$ cat config.mk
export PLATFORM = sky130hd
export DESIGN_NAME = reg_dump_ctrl
export DESIGN_NICKNAME = d
export VERILOG_FILES = /design/src/rtl/reg_dump_ctrl.sv
export SDC_FILE = /design/constraint.sdc
export NUM_CORES = 1
export LEC_CHECK = 0
export CORE_MARGIN = 3
export CORE_UTILIZATION = 47
export DETAILED_ROUTE_END_ITERATION = 10
export GPL_ROUTABILITY_DRIVEN = 0
export PLACE_DENSITY = 0.92
export SETUP_SLACK_MARGIN = 0.05
export SKIP_CTS_REPAIR_TIMING = 1
export SYNTH_ARGS = -nofsm -noshare
export SYNTH_HDL_FRONTEND = slang
export SYNTH_SLANG_ARGS = --single-unit
$ cat constraint.sdc
create_clock -name clk -period 4.35 [get_ports clk]
set_clock_uncertainty 0.2 [all_clocks]
set_input_delay 0.87 -clock clk [delete_from_list [all_inputs] [get_ports clk]]
set_output_delay 0.87 -clock clk [all_outputs]
set_load 0.005 [all_outputs]
$ cat src/rtl/reg_dump_ctrl.sv
// ============================================================================
// reg_dump_ctrl
// ----------------------------------------------------------------------------
// Sequential register-file reader. On start it walks rf_addr 0..R-1,
// captures each value from the reg_file rs read port and streams the
// values out one word per beat on a valid/ready interface. It is used for
// end-of-program state dumps and for register checks.
//
// Optional feature (compile-time macro REG_DUMP_CSUM_EN):
//   When defined, one extra beat follows beat R-1. That beat carries the sum
//   of all R words mod 2^W, with dout_idx = all ones and dout_last = 1.
//   R must be <= 2^AW-1 so that the checksum index cannot alias a register.
//   When undefined, there is no checksum state or register, and dout_last is
//   set on beat R-1.
//
// Ports:
//   clk          in   1   clock, rising edge
//   rst_n        in   1   asynchronous active-low reset
//   start        in   1   begin dump (sampled only in IDLE)
//   abort        in   1   cancel a dump in progress
//   rf_addr      out  AW  registered address to the reg_file rs read port
//   rf_data      in   W   rs read data (combinational from rf_addr)
//   dout         out  W   beat data
//   dout_idx     out  AW  register index of the current beat
//   dout_valid   out  1   beat valid
//   dout_ready   in   1   sink accepts beat
//   dout_last    out  1   final beat of the dump
//   busy         out  1   high in every state except IDLE
//   done         out  1   one-cycle pulse after the final beat is accepted
//   dbg_state_o  out  3   current FSM state (debug visibility)
//
// Handshake: a beat transfers on a rising edge where dout_valid & dout_ready
// are both high. While dout_valid is high, dout, dout_idx and dout_last stay
// constant until that transfer. dout_valid drops without a transfer only on
// abort or reset. If abort and a transfer coincide, the beat counts as not
// delivered.
// ============================================================================
module reg_dump_ctrl #(
    parameter int R  = 12,
    parameter int W  = 9,
    parameter int AW = 4
) (
    input  logic          clk,
    input  logic          rst_n,
    input  logic          start,
    input  logic          abort,
    output logic [AW-1:0] rf_addr,
    input  logic [W-1:0]  rf_data,
    output logic [W-1:0]  dout,
    output logic [AW-1:0] dout_idx,
    output logic          dout_valid,
    input  logic          dout_ready,
    output logic          dout_last,
    output logic          busy,
    output logic          done,
    output logic [2:0]    dbg_state_o
);

    localparam logic [2:0] ST_IDLE = 3'd0;
    localparam logic [2:0] ST_READ = 3'd1;
    localparam logic [2:0] ST_SEND = 3'd2;
`ifdef REG_DUMP_CSUM_EN
    localparam logic [2:0] ST_CSUM = 3'd3;
`endif
    localparam logic [2:0] ST_DONE = 3'd4;

    localparam logic [AW-1:0] LAST_IDX = AW'(R - 1);

    logic [2:0]    state_q, state_d;
    // The read index also serves as the registered rf_addr.
    logic [AW-1:0] idx_q, idx_d;
    logic [W-1:0]  dout_q, dout_d;
    logic [AW-1:0] dout_idx_q, dout_idx_d;
    logic          last_q, last_d;
`ifdef REG_DUMP_CSUM_EN
    logic [W-1:0]  csum_q, csum_d;
`endif

    // Abort only applies while a dump is moving words.
    logic in_dump;
`ifdef REG_DUMP_CSUM_EN
    assign in_dump = (state_q == ST_READ) || (state_q == ST_SEND) || (state_q == ST_CSUM);
`else
    assign in_dump = (state_q == ST_READ) || (state_q == ST_SEND);
`endif

    always_comb begin
        state_d    = state_q;
        idx_d      = idx_q;
        dout_d     = dout_q;
        dout_idx_d = dout_idx_q;
        last_d     = last_q;
`ifdef REG_DUMP_CSUM_EN
        csum_d     = csum_q;
`endif

        if (in_dump && abort) begin
            // Abort wins over a same-cycle handshake.
            state_d = ST_IDLE;
            idx_d   = '0;
            last_d  = 1'b0;
        end else begin
            case (state_q)
                ST_IDLE: begin
                    if (start) begin
                        idx_d   = '0;
                        last_d  = 1'b0;
`ifdef REG_DUMP_CSUM_EN
                        csum_d  = '0;
`endif
                        state_d = ST_READ;
                    end
                end
                ST_READ: begin
                    dout_d     = rf_data;
                    dout_idx_d = idx_q;
`ifdef REG_DUMP_CSUM_EN
                    csum_d     = csum_q + rf_data;
                    last_d     = 1'b0;
`else
                    last_d     = (idx_q == LAST_IDX);
`endif
                    state_d    = ST_SEND;
                end
                ST_SEND: begin
                    if (dout_ready) begin
                        if (idx_q == LAST_IDX) begin
`ifdef REG_DUMP_CSUM_EN
                            // csum_q already includes word R-1 (added in READ).
                            dout_d     = csum_q;
                            dout_idx_d = '1;
                            last_d     = 1'b1;
                            state_d    = ST_CSUM;
`else
                            state_d    = ST_DONE;
`endif
                        end else begin
                            idx_d   = idx_q + 1'b1;
                            state_d = ST_READ;
                        end
                    end
                end
`ifdef REG_DUMP_CSUM_EN
                ST_CSUM: begin
                    if (dout_ready) begin
                        state_d = ST_DONE;
                    end
                end
`endif
                ST_DONE: begin
                    idx_d   = '0;
                    last_d  = 1'b0;
                    state_d = ST_IDLE;
                end
                default: begin
                    idx_d   = '0;
                    last_d  = 1'b0;
                    state_d = ST_IDLE;
                end
            endcase
        end
    end

    always_ff @(posedge clk or negedge rst_n) begin
        if (!rst_n) begin
            state_q    <= ST_IDLE;
            idx_q      <= '0;
            dout_q     <= '0;
            dout_idx_q <= '0;
            last_q     <= 1'b0;
        end else begin
            state_q    <= state_d;
            idx_q      <= idx_d;
            dout_q     <= dout_d;
            dout_idx_q <= dout_idx_d;
            last_q     <= last_d;
        end
    end

`ifdef REG_DUMP_CSUM_EN
    always_ff @(posedge clk or negedge rst_n) begin
        if (!rst_n) begin
            csum_q <= '0;
        end else begin
            csum_q <= csum_d;
        end
    end
`endif

    assign rf_addr     = idx_q;
    assign dout        = dout_q;
    assign dout_idx    = dout_idx_q;
    assign dout_last   = last_q;
`ifdef REG_DUMP_CSUM_EN
    assign dout_valid  = (state_q == ST_SEND) || (state_q == ST_CSUM);
`else
    assign dout_valid  = (state_q == ST_SEND);
`endif
    assign busy        = (state_q != ST_IDLE);
    assign done        = (state_q == ST_DONE);
    assign dbg_state_o = state_q;

endmodule

==> results of run 1 <==
[stage by stage]
| step | worst slack (ns) | total power (W) |
|---|---|---|
| CTS | 1.48 | 0.000515 |
| floorplan | 2.29 | 0.000327 |
| finish | 1.48 | 0.000513 |
| detailed placement | 1.74 | 0.000419 |
| global placement | 1.84 | 0.000411 |
| global route | 1.42 | 0.000537 |
[Yosys cell counts, drive strengths merged]
| cell | number |
|---|---|
| nor2 | 3 |
| o21a | 1 |
| buf | 4 |
| mux2i | 1 |
| mux2 | 13 |
| nand4b | 1 |
| a32o | 1 |
| or3 | 1 |
| dfrtp | 21 |
| nand2b | 1 |
| a21boi | 2 |
| nor4b | 1 |
| and3b | 1 |
| nand3b | 3 |
| nand3 | 2 |
| nand4 | 4 |
| o211ai | 4 |
| and2 | 2 |
| a22oi | 1 |
| inv | 4 |
| nor3b | 2 |
| and3 | 2 |
| ha | 1 |
| nor2b | 2 |
[where the power goes]
group / switching (W) / internal, W / total, W / leakage [nW]
Sequential: 0.0000245 / 0.000228 / 0.000253 / 0.271
Clock: 0.0000641 / 0.0000345 / 0.0000985 / 0.0177
Combinational: 0.0000473 / 0.000114 / 0.000161 / 0.311
[cells by family after synthesis]
kind of cell    count (synthesis)  synth area share [%]
mux                            14                  18.0
fa+ha+maj                       1                  1.18
buf+inv                         8                  6.52
simple gates                   25                  17.9
flops                          21                  49.8
compound gates                  9                  6.64
[worst reg2reg max path: stages (launching register included)]
cell and delay (ns):
dfrtp_1 0.55, nor2b_4 0.22, and2_4 0.30, mux2_2 0.38
[metal layers]
layer / vias to the layer above / track usage (%) / part of all wire [%] / routed length [um]
met5: - / 0 / 0 / 0
li1: 357 / - / - / -
met4: 0 / 9.36 / 2.5 / 62
met2: 34 / 32.0 / 50 / 1230
met3: 9 / 6.20 / 6.0 / 148
met1: 375 / 21.0 / 41 / 1020
[cell type report]
cell class,instances,area (um^2)
inverter,4,15.0
timing repair buffer,37,370
clock buffer,3,22.5
clock inverter,1,5.00
multi-input combinational,49,462
tap,27,33.8
sequential,21,526
fill,166,608
[registers in the layout (all words and copies together), names as in the netlist]
signal	flops
dout	9
dbg_state_o	3
dout_idx	4
dout_last	1
rf_addr	4
[path summary, 6_finish.rpt]
kind | start | to | cells after the start
max | dbg_state_o[1] | busy | 2
min | dout[0] | dout[0] | 1
max reg2reg | dbg_state_o[0] | dout[3] | 3
min reg2reg | dout[0] | dout[0] | 1
max in group asynchronous | rst_n | dout_last | 1
min in group asynchronous | rst_n | dout[8] | 1
[cell usage in the layout (no fill, tap or decap), types with 2 or more instances in the layout]
cell,count
clkdlybuf4s50_1,37
dfrtp_1,21
mux2_4,9
inv_1,4
nand4_1,4
o211ai_1,4
mux2_2,4
nand3b_1,3
clkbuf_4,3
nor2_1,2
nor3b_1,2
a21boi_0,2
nand3_1,2
and3_1,2
==> metrics.txt, run 1 <==
WL final=between 2 and 2.5 mm; cell area after synthesis=about 1100 um^2; Worst Path Required=3.28 ns; Die H=approximately 53 um; TritonRoute pass-1 iters=4; grt ovf=0; die span in x=between 50 and 60 um; Syn-to-layout area delta=35.8%; Area contributors post-synth=dfrtp_1, mux2_4, mux2_2; worst skew pair latency=0.32 ns; Worst-path clk slew=0.12 ns; Setup Viol. Count Final=0; CP cell instances=or3_2 -> clkdlybuf4s50_1; DRT antenna net count=0; Pins Over Slew Limit=0; largest net degree at the start of global routing=22; placed inst area=about 1400 um^2; Ys Warns=0; Hold Slack=0.323 ns; dpl cells=approximately 140; antenna cells=0; layout cell share with drive strength beyond 1=19.1%; RSZ-0062 raised after global routing=false; DRC errors left=0; core area=2040 um^2; Core Util, Final=70.2%; Total GRT Usage=19.0%; Iteration-0 DRC Markers=14; worst path arrival time=1.80 ns; slowest stage delay, CP=between 0.5 and 0.6 ns; Seq/Total Area, Yosys=49.8%; leak pwr=around 0.60 nW; final worst path period share=roughly 66%; post-synth top area share=49.8%; Max Buffers Root-to-Sink=2; row cnt=16; vias post-DR=775; effective utilization at floorplan=51.7%; TritonCTS buffer count=3; CP Max Fanout=11; WP buf/inv=1; CP top delay family=flip-flops; global-route wire length before repair=about 3.7 mm; Post-Synthesis Cells=78; Synth Register Bits=21; Setup TNS Final=0 ns; initial antenna violation count=0; Post-Layout Cell Count=142; max-cap violations=0; outcome=finished clean; pwr dens=~360 nW/um^2; clock period minus final worst setup slack=2.87 ns; vias per std cell=around 5.5; launching element type of the critical path=register; CTS Sinks=21; PortBufs=37; Final nets=131; r2r setup slk=2.59 ns; HP Class=register to register; Worst Tran Pin Value=around 0.9 ns; endpoints failing hold=0; Die Area=2850 um^2; CP endpoint kind=output pin; post-synth top area cell=dfrtp_1; vias in the first global route=just under 800; Post-DP HPWL=1.81 mm; Fmax=348 MHz; Slew headroom=38.7%; Worst path slowest cell=dfrtp_1; Root Buffer=clkbuf_4; Mean Syn Cell Area=13.5 um^2; final instance area=1430 um^2; TritonCTS clock tree=built; Synthesized Nets=slightly above 90; count of different cell masters after synthesis=29; WL/cell=about 17 um; VDD IR max=0.000219 V; crit path kind=register to output pin; CTS H-tree depth=1; Ports=38
No activity file was read; power rests on OpenSTA's default activity.
==> run 2, diff against run 1 <==
Settings changed: CORE_UTILIZATION 47 to 43, PLACE_DENSITY 0.92 to 0.85.
Clock period 4.35 ns to 2.7 ns, I/O delays scaled along.
==> metrics.txt, run 2 (synthesis gave the netlist of run 1 again) <==
RSZ-0062 raised after global routing=false (unchanged); Root Buffer=clkbuf_4 (unchanged); slowest stage delay, CP=0.52 ns (about the same); global-route wire length before repair=3.47 mm (was 3.71 mm); hold_sp=dout[2] (was dout[0]); Fmax=roughly 390 MHz; effective utilization at floorplan=46.4% (was 51.7%); leak pwr=0.605 nW (was 0.600 nW); Worst path slowest cell=dfrtp_1 (unchanged); worst path arrival time=1.80 ns (about the same); Final nets=132 (was 131); FF+latch area=526 um^2 (unchanged); final instance area=1440 um^2 (was 1430 um^2); outcome=finished clean (unchanged); Max Buffers Root-to-Sink=2 (unchanged); TritonRoute pass-1 iters=4 (unchanged); max-cap violations=0 (unchanged); layout cell share with drive strength beyond 1=19.8% (was 19.1%); PortBufs=37 (unchanged); core area=2280 um^2 (was 2040 um^2); placed inst area=1420 um^2 (was 1410 um^2); R2R depth=3 (unchanged); Iteration-0 DRC Markers=7 (was 14); Ports=38 (unchanged); dpl cells=140 (was 138); die span in x=55.6 um (was 53.4 um); most frequent cells in the layout=clkdlybuf4s50_1, dfrtp_1, mux2_4 (unchanged); Syn-to-layout area delta=36.6% (was 35.8%); Pins Over Slew Limit=0 (unchanged); Post-Layout Cell Count=144 (was 142); vias per std cell=5.33 (was 5.46); initial antenna violation count=0 (unchanged); crit path kind=register to output pin (unchanged); CTS Sinks=21 (unchanged); final worst setup slack=0.161 ns (was 1.48 ns); pwr dens=562 nW/um^2 (was 357 nW/um^2); dpl ws=0.456 ns (was 1.74 ns); TritonCTS buffer count=3 (unchanged); antenna cells=0 (unchanged); Die H=55.6 um (was 53.4 um); area of the multi-input gates=462 um^2 (unchanged); Post-DP HPWL=1.53 mm (was 1.81 mm); WL final=2.09 mm (was 2.45 mm); Total Power=0.000810 W (was 0.000513 W); # fillers=184 (was 166); CP cell instances=or3_2 -> clkdlybuf4s50_1 (unchanged); r2r setup slk=0.96 ns (was 2.59 ns); largest net degree at the start of global routing=22 (unchanged); CP top delay family=flip-flops (unchanged); grt ovf=0 (unchanged); Die Area=3090 um^2 (was 2850 um^2); Setup TNS Final=0 ns (unchanged); DRT antenna net count=0 (unchanged); WP buf/inv=1 (unchanged); Worst Path Required=1.96 ns (was 3.28 ns); Slew headroom=69.0% (was 38.7%); Largest register FFs=9 (unchanged); Reg2Reg Launch Point=dbg_state_o[0] (unchanged); Worst-path clk slew=0.11 ns (was 0.12 ns); Worst Tran Pin Value=0.463 ns (was 0.917 ns); worst hold stages=1 (unchanged); clock period minus final worst setup slack=about 2.5 ns; row cnt=17 (was 16); TritonCTS clock tree=built (unchanged); commonest non-fill, non-tap cell in the layout=clkdlybuf4s50_1 (unchanged); WL/cell=14.5 um (was 17.3 um); CTS H-tree depth=1 (unchanged); Setup Viol. Count Final=0 (unchanged); CP Max Fanout=11 (unchanged); VDD IR max=0.000453 V (was 0.000219 V); CP endpoint kind=output pin (unchanged); worst skew pair latency=0.31 ns (was 0.32 ns); DRC errors left=0 (unchanged); RR Endpoint=dout[0] (was dout[3]); vias post-DR=767 (was 775); vias in the first global route=785 (was 770); Total GRT Usage=14.1% (was 19.0%); endpoints failing hold=0 (unchanged); launching element type of the critical path=register (unchanged); final worst path period share=94.0%; HP Class=register to register (unchanged); hold path endpoint=dout[2] (was dout[0])
run 2: cell count changes in the layout (fill, tap and decap cells not counted), sizes merged:
cell	delta
buf	+1
run 2: worst max-delay path by stage:
| stage | startpoint | depth (start not counted) | endpoint | slack [ns] |
|---|---|---|---|---|
| global placement | abort | 4 | dout[2] | 0.51 |
| floorplan | dbg_state_o[1] | 2 | busy | 0.97 |
| finish | dbg_state_o[1] | 2 | busy | 0.16 |
| CTS | dbg_state_o[1] | 2 | busy | 0.13 |
| detailed placement | abort | 4 | dout[0] | 0.46 |
| global route | dbg_state_o[1] | 2 | busy | 0.11 |
run 2: worst reg2reg max path: cells and delay by family (launching register included):
kind             cells  cell delay, ns
flip-flops           1            0.55
AND/OR/NAND/NOR      2            0.52
multiplexers         1            0.38
run 2: through the flow:
stage / util (%) / hold slack, ns
2_1_floorplan: - / 0.0444
3_3_place_gp: 62.2 / 0.294
3_5_place_dp: 62.2 / 0.298
4_1_cts: 63.4 / 0.327
5_1_grt: 63.4 / 0.338
6_report: 63.4 / 0.322
run 2: report_power, final:
part	switching [W]	internal, W
clock network	0.0000938	0.0000554
logic	0.0000722	0.000185
registers	0.0000369	0.000367
total	0.000203	0.000607
run 2: area by class of cell:
type                    count  share of cell area (%)
flip-flops and latches     21                    36.4
multi-input cells          49                    32.0
repair buffers             38                    26.2
well taps                  28                    2.43
clock buffers               3                    1.56
inverters                   4                    1.04
clock inverters             1                   0.347
run 2: routing by layer:
| metal | GRT usage [%] | wire length (um) |
|---|---|---|
| met1 | 16.6 | 914 |
| met2 | 23.6 | 1020 |
| met3 | 4.91 | 122 |
| met4 | 4.86 | 27 |
| met5 | 0 | 0 |
